## config.mk

```make
export PLATFORM = sky130hd
export DESIGN_NAME = ofmap_writer_flat
export DESIGN_NICKNAME = d
export VERILOG_FILES = /design/src/rtl/ofmap_writer_if.sv /design/src/rtl/ofmap_writer.sv /design/src/flat_wrapper.sv
export SDC_FILE = /design/constraint.sdc
export NUM_CORES = 1
export LEC_CHECK = 0
export CAP_MARGIN = 20
export CORE_ASPECT_RATIO = 0.75
export CORE_MARGIN = 2
export CORE_UTILIZATION = 45
export DETAILED_ROUTE_END_ITERATION = 8
export PLACE_DENSITY = 0.86
export SLEW_MARGIN = 20
export SYNTH_ARGS = -nofsm -noshare
export SYNTH_HDL_FRONTEND = slang
export SYNTH_SLANG_ARGS = --single-unit
```

## constraint.sdc

```tcl
create_clock -name clk -period 1.59 [get_ports clk]
set_input_delay 0.318 -clock clk [delete_from_list [all_inputs] [get_ports clk]]
set_output_delay 0.318 -clock clk [all_outputs]
set_load 0.02 [all_outputs]
```

## src/rtl/ofmap_writer_if.sv

```systemverilog
// ofmap_writer_if
//   Bundles the result-word stream (valid/ready) and the output-buffer write
//   port of ofmap_writer.
//   slave  : the writer side (consumes in_*, drives in_ready and wr_*)
//   master : the datapath/buffer side (drives in_*, observes in_ready and wr_*)
// Signals:
//   in_valid, in_data, in_ready  result stream handshake
//   wr_en, wr_i, wr_j, wr_data   registered write port to the output buffer
interface ofmap_writer_if #(
  parameter int DATA_W = 16,
  parameter int ADDR_W = 7
);
  logic              in_valid;
  logic [DATA_W-1:0] in_data;
  logic              in_ready;
  logic              wr_en;
  logic [ADDR_W-1:0] wr_i;
  logic [ADDR_W-1:0] wr_j;
  logic [DATA_W-1:0] wr_data;

  modport slave (
    input  in_valid, in_data,
    output in_ready, wr_en, wr_i, wr_j, wr_data
  );

  modport master (
    output in_valid, in_data,
    input  in_ready, wr_en, wr_i, wr_j, wr_data
  );
endinterface

```

## src/rtl/ofmap_writer.sv

```systemverilog
// ofmap_writer
//   Write-side address generator for the output feature map. Accepts result
//   words and writes them to the output buffer, walking a 2x2 arrangement of
//   TILE x TILE tiles (quadrant order matches the input-side read counter).
//   Emits tile_done / frame_done pulses for the top-level sequencer.
// Ports:
//   clk, rst     clock, asynchronous active-high reset
//   start        one-cycle frame start, honoured only in IDLE
//   bus          ofmap_writer_if.slave: in_valid/in_data/in_ready stream in,
//                wr_en/wr_i/wr_j/wr_data registered write port out
//   tile_done    one-cycle pulse, coincides with the write of a tile's last word
//   frame_done   one-cycle pulse, cycle after the fourth tile_done
//   busy         high in every state except IDLE
// Build option:
//   OFMAP_RELU_EN  when defined, negative words are clamped to zero at the
//                  write register (no extra latency).
//
// state     | meaning
// ----------+--------------------------------------------------------------
// IDLE      | waiting for start, in_ready low
// WRITE     | accepting words, one per cycle, counters advance per accept
// TILE_END  | one bubble cycle after a tile's last accept, tile_done high
// FRAME_END | one bubble cycle after the fourth tile, frame_done high
module ofmap_writer #(
  parameter int DATA_W = 16,
  parameter int TILE   = 8,
  parameter int ADDR_W = 7
) (
  input  logic          clk,
  input  logic          rst,
  input  logic          start,
  ofmap_writer_if.slave bus,
  output logic          tile_done,
  output logic          frame_done,
  output logic          busy
);

  localparam int LW = (TILE > 1) ? $clog2(TILE) : 1;

  localparam logic [1:0] S_IDLE      = 2'd0;
  localparam logic [1:0] S_WRITE     = 2'd1;
  localparam logic [1:0] S_TILE_END  = 2'd2;
  localparam logic [1:0] S_FRAME_END = 2'd3;

  logic [1:0]        state;
  logic [1:0]        q;
  logic [LW-1:0]     li;
  logic [LW-1:0]     lj;
  logic              accept;
  logic              li_last;
  logic              lj_last;
  logic [ADDR_W-1:0] addr_i;
  logic [ADDR_W-1:0] addr_j;
  logic [DATA_W-1:0] data_next;

  assign bus.in_ready = (state == S_WRITE);
  assign accept       = bus.in_valid & bus.in_ready;
  assign li_last      = (li == LW'(TILE - 1));
  assign lj_last      = (lj == LW'(TILE - 1));

  // q[0] selects the upper half of the fast coordinate, q[1] the slow one.
  assign addr_i = ADDR_W'(li) + (q[0] ? ADDR_W'(TILE) : '0);
  assign addr_j = ADDR_W'(lj) + (q[1] ? ADDR_W'(TILE) : '0);

`ifdef OFMAP_RELU_EN
  assign data_next = bus.in_data[DATA_W-1] ? '0 : bus.in_data;
`else
  assign data_next = bus.in_data;
`endif

  // The bubble states double as the completion pulses: TILE_END is exactly
  // the cycle in which the tile's last word is on the write port.
  assign tile_done  = (state == S_TILE_END);
  assign frame_done = (state == S_FRAME_END);
  assign busy       = (state != S_IDLE);

  always_ff @(posedge clk or posedge rst) begin
    if (rst) begin
      state <= S_IDLE;
      q     <= '0;
      li    <= '0;
      lj    <= '0;
    end else begin
      case (state)
        S_IDLE: begin
          if (start) begin
            state <= S_WRITE;
            q     <= '0;
            li    <= '0;
            lj    <= '0;
          end
        end
        S_WRITE: begin
          if (accept) begin
            if (li_last) begin
              li <= '0;
              if (lj_last) begin
                lj    <= '0;
                state <= S_TILE_END;
              end else begin
                lj <= lj + 1'b1;
              end
            end else begin
              li <= li + 1'b1;
            end
          end
        end
        S_TILE_END: begin
          li <= '0;
          lj <= '0;
          if (q == 2'd3) begin
            state <= S_FRAME_END;
          end else begin
            q     <= q + 2'd1;
            state <= S_WRITE;
          end
        end
        S_FRAME_END: begin
          state <= S_IDLE;
          q     <= '0;
        end
        default: begin
          state <= S_IDLE;
          q     <= '0;
        end
      endcase
    end
  end

  // Write port: address/data hold their last value between strobes.
  always_ff @(posedge clk or posedge rst) begin
    if (rst) begin
      bus.wr_en   <= 1'b0;
      bus.wr_i    <= '0;
      bus.wr_j    <= '0;
      bus.wr_data <= '0;
    end else begin
      bus.wr_en <= accept;
      if (accept) begin
        bus.wr_i    <= addr_i;
        bus.wr_j    <= addr_j;
        bus.wr_data <= data_next;
      end
    end
  end

endmodule

```

## src/flat_wrapper.sv

```systemverilog
// flat-port wrapper written by rule: the top's interface ports become plain ports
module ofmap_writer_flat 
#(
  parameter int DATA_W = 16,
  parameter int TILE   = 8,
  parameter int ADDR_W = 7
)
  (clk, rst, start, tile_done, frame_done, busy, bus_in_valid, bus_in_data, bus_in_ready, bus_wr_en, bus_wr_i, bus_wr_j, bus_wr_data);
  ofmap_writer_if #(.DATA_W(DATA_W), .ADDR_W(ADDR_W)) bus_i ();
  input  logic clk;
  input  logic rst;
  input  logic start;
  output logic tile_done;
  output logic frame_done;
  output logic busy;
  input wire logic [$bits(bus_i.in_valid)-1:0] bus_in_valid;
  input wire logic [$bits(bus_i.in_data)-1:0] bus_in_data;
  output wire logic [$bits(bus_i.in_ready)-1:0] bus_in_ready;
  output wire logic [$bits(bus_i.wr_en)-1:0] bus_wr_en;
  output wire logic [$bits(bus_i.wr_i)-1:0] bus_wr_i;
  output wire logic [$bits(bus_i.wr_j)-1:0] bus_wr_j;
  output wire logic [$bits(bus_i.wr_data)-1:0] bus_wr_data;
  assign bus_i.in_valid = bus_in_valid;
  assign bus_i.in_data = bus_in_data;
  assign bus_in_ready = bus_i.in_ready;
  assign bus_wr_en = bus_i.wr_en;
  assign bus_wr_i = bus_i.wr_i;
  assign bus_wr_j = bus_i.wr_j;
  assign bus_wr_data = bus_i.wr_data;
  ofmap_writer #(.DATA_W(DATA_W), .TILE(TILE), .ADDR_W(ADDR_W)) u_core (.clk(clk), .rst(rst), .start(start), .bus(bus_i), .tile_done(tile_done), .frame_done(frame_done), .busy(busy));
endmodule
```

# == Yosys cells after proc, flatten, opt, wreduce, memory -nomap -nowiden ==
# Cells that the tools add are included.
# word_totals
register_bits,41
output_inout_bits,35
word_cells,52
# classes
add_sub_neg,5
eq_ne,11
muxes,19
n_bitwise,1
reduce_logical,8
# ops
operator,count
2-to-1 mux 3 bit,6
one-hot mux 3 bit (3 select lines),2
adder 3 x 7 -> 7 bit,2
2-to-1 mux 2 bit,7
"inequality test 2 bit, second input constant",5
2-to-1 mux 4 bit,2
one-hot mux 2 bit (4 select lines),1
AND reduction 4 bit,2
"adder 3 x 1 -> 3 bit, second input constant",2
"== test 2 bit, second input constant",3
"== test 3 bit, second input constant",2
one-hot mux 2 bit (3 select lines),1
AND reduction 3 bit,2
nonzero test 3 bit,2
"adder 2 x 1 -> 2 bit, second input constant",1
"== test 2 x 1 -> 1 bit, second input constant",1
zero test 2 bit,1
nonzero test 2 bit,1
bitwise AND 1 bit,1

# == Logic depth before layout (Yosys ltp) ==
# logic_depth
word_depth,5
mapped_depth,5

# == Least setup slack after synthesis ==
# No wires, ideal clock.
# synth_path
path_type,register to register
startpoint,reg u_core.li[0]
endpoint,reg u_core.lj[0]
arrival_ns,1.267
required_time_ns,1.465
path_slack_ns,0.198
path_stages_with_launch,6
cell_sequence,dfrtp_1 -> ha_1 -> ha_1 -> nand2_1 -> o21ai_2 -> mux2_2
# synth_via
elab_chain_len,3
# synth_lines
item,line,source
start: declaration,ofmap_writer.sv:47,logic [LW-1:0] li;
start signal: assignment,ofmap_writer.sv:104,li <= li + 1'b1;
== test 3 bit,ofmap_writer.sv:58,assign li_last = (li == LW'(TILE - 1));
inequality test 2 bit (no line),-,
AND reduction 4 bit (no line),-,
end signal: assignment,ofmap_writer.sv:101,lj <= lj + 1'b1;
end: declaration,ofmap_writer.sv:48,logic [LW-1:0] lj;
# Every way passes these cells.
# A chain may end at the register's enable or synchronous reset.

# == Worst setup path in the final report ==
# layout_path
startpoint,reg u_core.bus.wr_data[9]
endpoint,out bus_wr_data[9]
# layout_rtl
item,line,source
start: declaration,ofmap_writer_if.sv:23,"output in_ready, wr_en, wr_i, wr_j, wr_data"
start signal: assignment,ofmap_writer.sv:142,bus.wr_data <= data_next;
end: declaration,flat_wrapper.sv:22,output wire logic [$bits(bus_i.wr_data)-1:0] bus_wr_data;
# No word-level cell between the ends.

==> results.cfg <==
[power_and_ir_drop]
netSwitchingFraction_pct = 35.16
p_per_area_nw_per_um2 = 1657
internal_power_mw = 2.515
ir_worst_vdd_mv = 1.066
p_switching_mw = 1.364
leakage_nw = 1.244
pwr-share-clk_pct = 18.5
combPwrFrac_pct = 45.2
pwr-share-seq_pct = 36.3

[sta]
fin_tns_setup_ns = -0.03924
finalCritPeriodShare_pct = 102.5
fmax_ghz = 0.6138
final-setup-viol-count = 1
hold_viol = 0
fin_skew_ns = 0.006937
layout_setup_ws_ns = -0.03924
period_minus_slack_ns = 1.629
maxSlewViolCount = 0

[clocking]
cts_made_buffers = 5
cts.htree.levels = 2
cts-root-buf = clkbuf_8
cts_hold_buf = 0
clock_sinks = 35
clk_pin_slew_ns = 0.07
post_cts_buffers = 0
cts_tree = done
insertion_delay_ns = 0.29
clk_path_buf_depth = 2

[synthesis]
synth_seq_cells = 35
ys.flop_type = dfrtp_1
ys_top_cells_by_count = 35 x dfrtp_1, 19 x mux2_4, 7 x buf_4, 7 x mux2_2
synth_edf_count = 0
synthArstFlopShare_pct = 100.0
synth_most_common_cell = dfrtp_1
synth_cell_type_count = 28
yosysWarnings = 0
synth.top_cell.area_share_pct = 52.95
synthTopCellsByArea = dfrtp_1 53%, mux2_4 17%, mux2_2 4.8%, ha_1 3.8%, buf_4 3.2%
avgSynthCellArea_um2 = 14.90
yosysTopAreaCell = dfrtp_1
syn_area_um2 = 1654
postSynthCellCount = 111
seq_area_frac_synth_pct = 52.95

[finish]
stdcell_area_um2 = 2341
fin_util_pct = 65.21
drive_above_1_share_pct = 32.18
fin_nets = 198
antenna_cells = 0
final_cells = 226
area_growth_pct = 41.53

[worst_setup_path]
crit_path_cell_trace = clkdlybuf4s50_1
r2r_slack_ns = 0.11
critPathKind = flip-flop to primary output
crit_required_ns = 1.27
crit_buf_inv = 1
crit_slowest_cell = clkdlybuf4s50_1
endpoint_kind = primary output
cpLargestDelayFamily = buffers and inverters
critPathLaunchType = flip-flop
arrival_ns = 1.31
slowest_delay_ns = 0.62
critPathMaxFanout = 2

[floorplanning]
pin_count = 55
die_y_um = 56.51
start_util_pct = 46.08
dieWidth_um = 74.01
fp.dieArea_um2 = 4182
rows = 19
core_um2 = 3590

[min_path]
min_path_type = input pin to asynchronous set/reset pin

[drt]
drtAntennaViolNets = 0
drt_iter0_drc = 38
first_pass_iters = 4
wl_per_cell_um = 16.23
finalWirelength_um = 3667
vias = 1108
viasPerCell = 4.903
route.detailed.drc = 0

[run_status]
status = complete, but fails checks
violations = negative setup slack

[placement]
gp_congestion = 0.8529
placed_area_um2 = 2221
placedCellCount = 218
io_buffers = 48
dp_hpwl_um = 2559

[global_route]
antenna_found_initial = 0
first_global_vias = 1185
grt_usage_pct = 19.05
grt_max_degree = 36
grt_overflow = 0
grt_pass1_wl_um = 5823

[flow_run]
maxCapViolations = 0
cells by family after synthesis:
logic type,share of synthesized area [%]
adders and majority gates,3.782
other,0.2267
AOI/OAI and AO/OA,6.733
xor gates and xnor gates,0.5296
muxes,23.22
buffers and inverters,7.262
DFF,52.95
and+or+nand+nor,5.295
cells in the final DEF (no fill, tap or decap), drive strengths merged:
| master | instances |
|---|---|
| nor2 | 3 |
| a32oi | 3 |
| ha | 5 |
| clkdlybuf4s50 | 22 |
| a32o | 2 |
| mux2i | 2 |
| clkbuf | 10 |
| buf | 12 |
| and3 | 1 |
| o21ai | 2 |
| inv | 6 |
| or2 | 1 |
| dlymetal6s2s | 16 |
| and2 | 1 |
| conb | 6 |
| o21bai | 1 |
| nand2b | 2 |
| nor3 | 1 |
| clkdlybuf4s15 | 1 |
| dlygate4sd2 | 6 |
| a21boi | 1 |
| a22o | 1 |
| mux2 | 26 |
| dfrtp | 35 |
| nand2 | 4 |
| o2bb2ai | 3 |
| xnor2 | 1 |
cell type report:
type	count	area [um^2]
Multi-Input combinational cell	66	676.9
Clock buffer	8	100.1
Fill cell	270	1249
Inverter	6	27.53
Tap cell	52	65.06
Sequential cell	35	878.3
Timing Repair Buffer	59	593.1
sequential cells by signal, summed over array words and instances, names as in the netlist:
register	count
u_core.bus.wr_j	4
u_core.bus.wr_data	16
u_core.lj	3
u_core.state	2
u_core.bus.wr_en	1
u_core.bus.wr_i	4
u_core.q	2
u_core.li	3
worst paths after layout:
check	end	cells past startpoint	from
max	bus_wr_data[9]	1	u_core.bus.wr_data[9]
min	u_core.bus.wr_data[10]	3	rst
max reg2reg	u_core.bus.wr_i[1]	5	u_core.state[1]
min reg2reg	u_core.bus.wr_data[0]	1	u_core.bus.wr_data[0]
max in group asynchronous	u_core.state[1]	3	rst
min in group clk	u_core.bus.wr_data[0]	1	u_core.bus.wr_data[0]
metrics by stage:
stage,power [mW],worst slack [ns],hold WS (ns)
finish,3.879,-0.03924,0.3774
global route,4.095,-0.06413,0.3990
CTS,3.934,0.003727,0.3952
detailed placement,3.256,-0.08785,0.4925
global placement,3.150,-0.03548,0.4909
floorplan,2.535,0.1984,0.4665
routing by layer:
layer | GRT usage, % | up-vias | share of wire, %
met1 | 23.08 | 549 | 39
met5 | 0 | - | 0
met3 | 8.259 | 15 | 5.9
met4 | 7.273 | 0 | 4.6
met2 | 29.85 | 41 | 50
li1 | - | 503 | -
power groups by stage:
stage | Sequential [mW] | Clock [mW] | Combinational (mW)
after floorplan | 1.63 | 0 | 0.902
after global placement | 1.39 | 0 | 1.76
after detailed placement | 1.42 | 0 | 1.83
after CTS | 1.41 | 0.724 | 1.80
after global routing | 1.45 | 0.765 | 1.88
final | 1.41 | 0.716 | 1.75
repair_timing:
item / CTS / global route
gates cloned: 0 / 0
resized for setup: 17 / 19
setup endpoints to repair: 10 / 19
(Power assumes the default switching activity.)
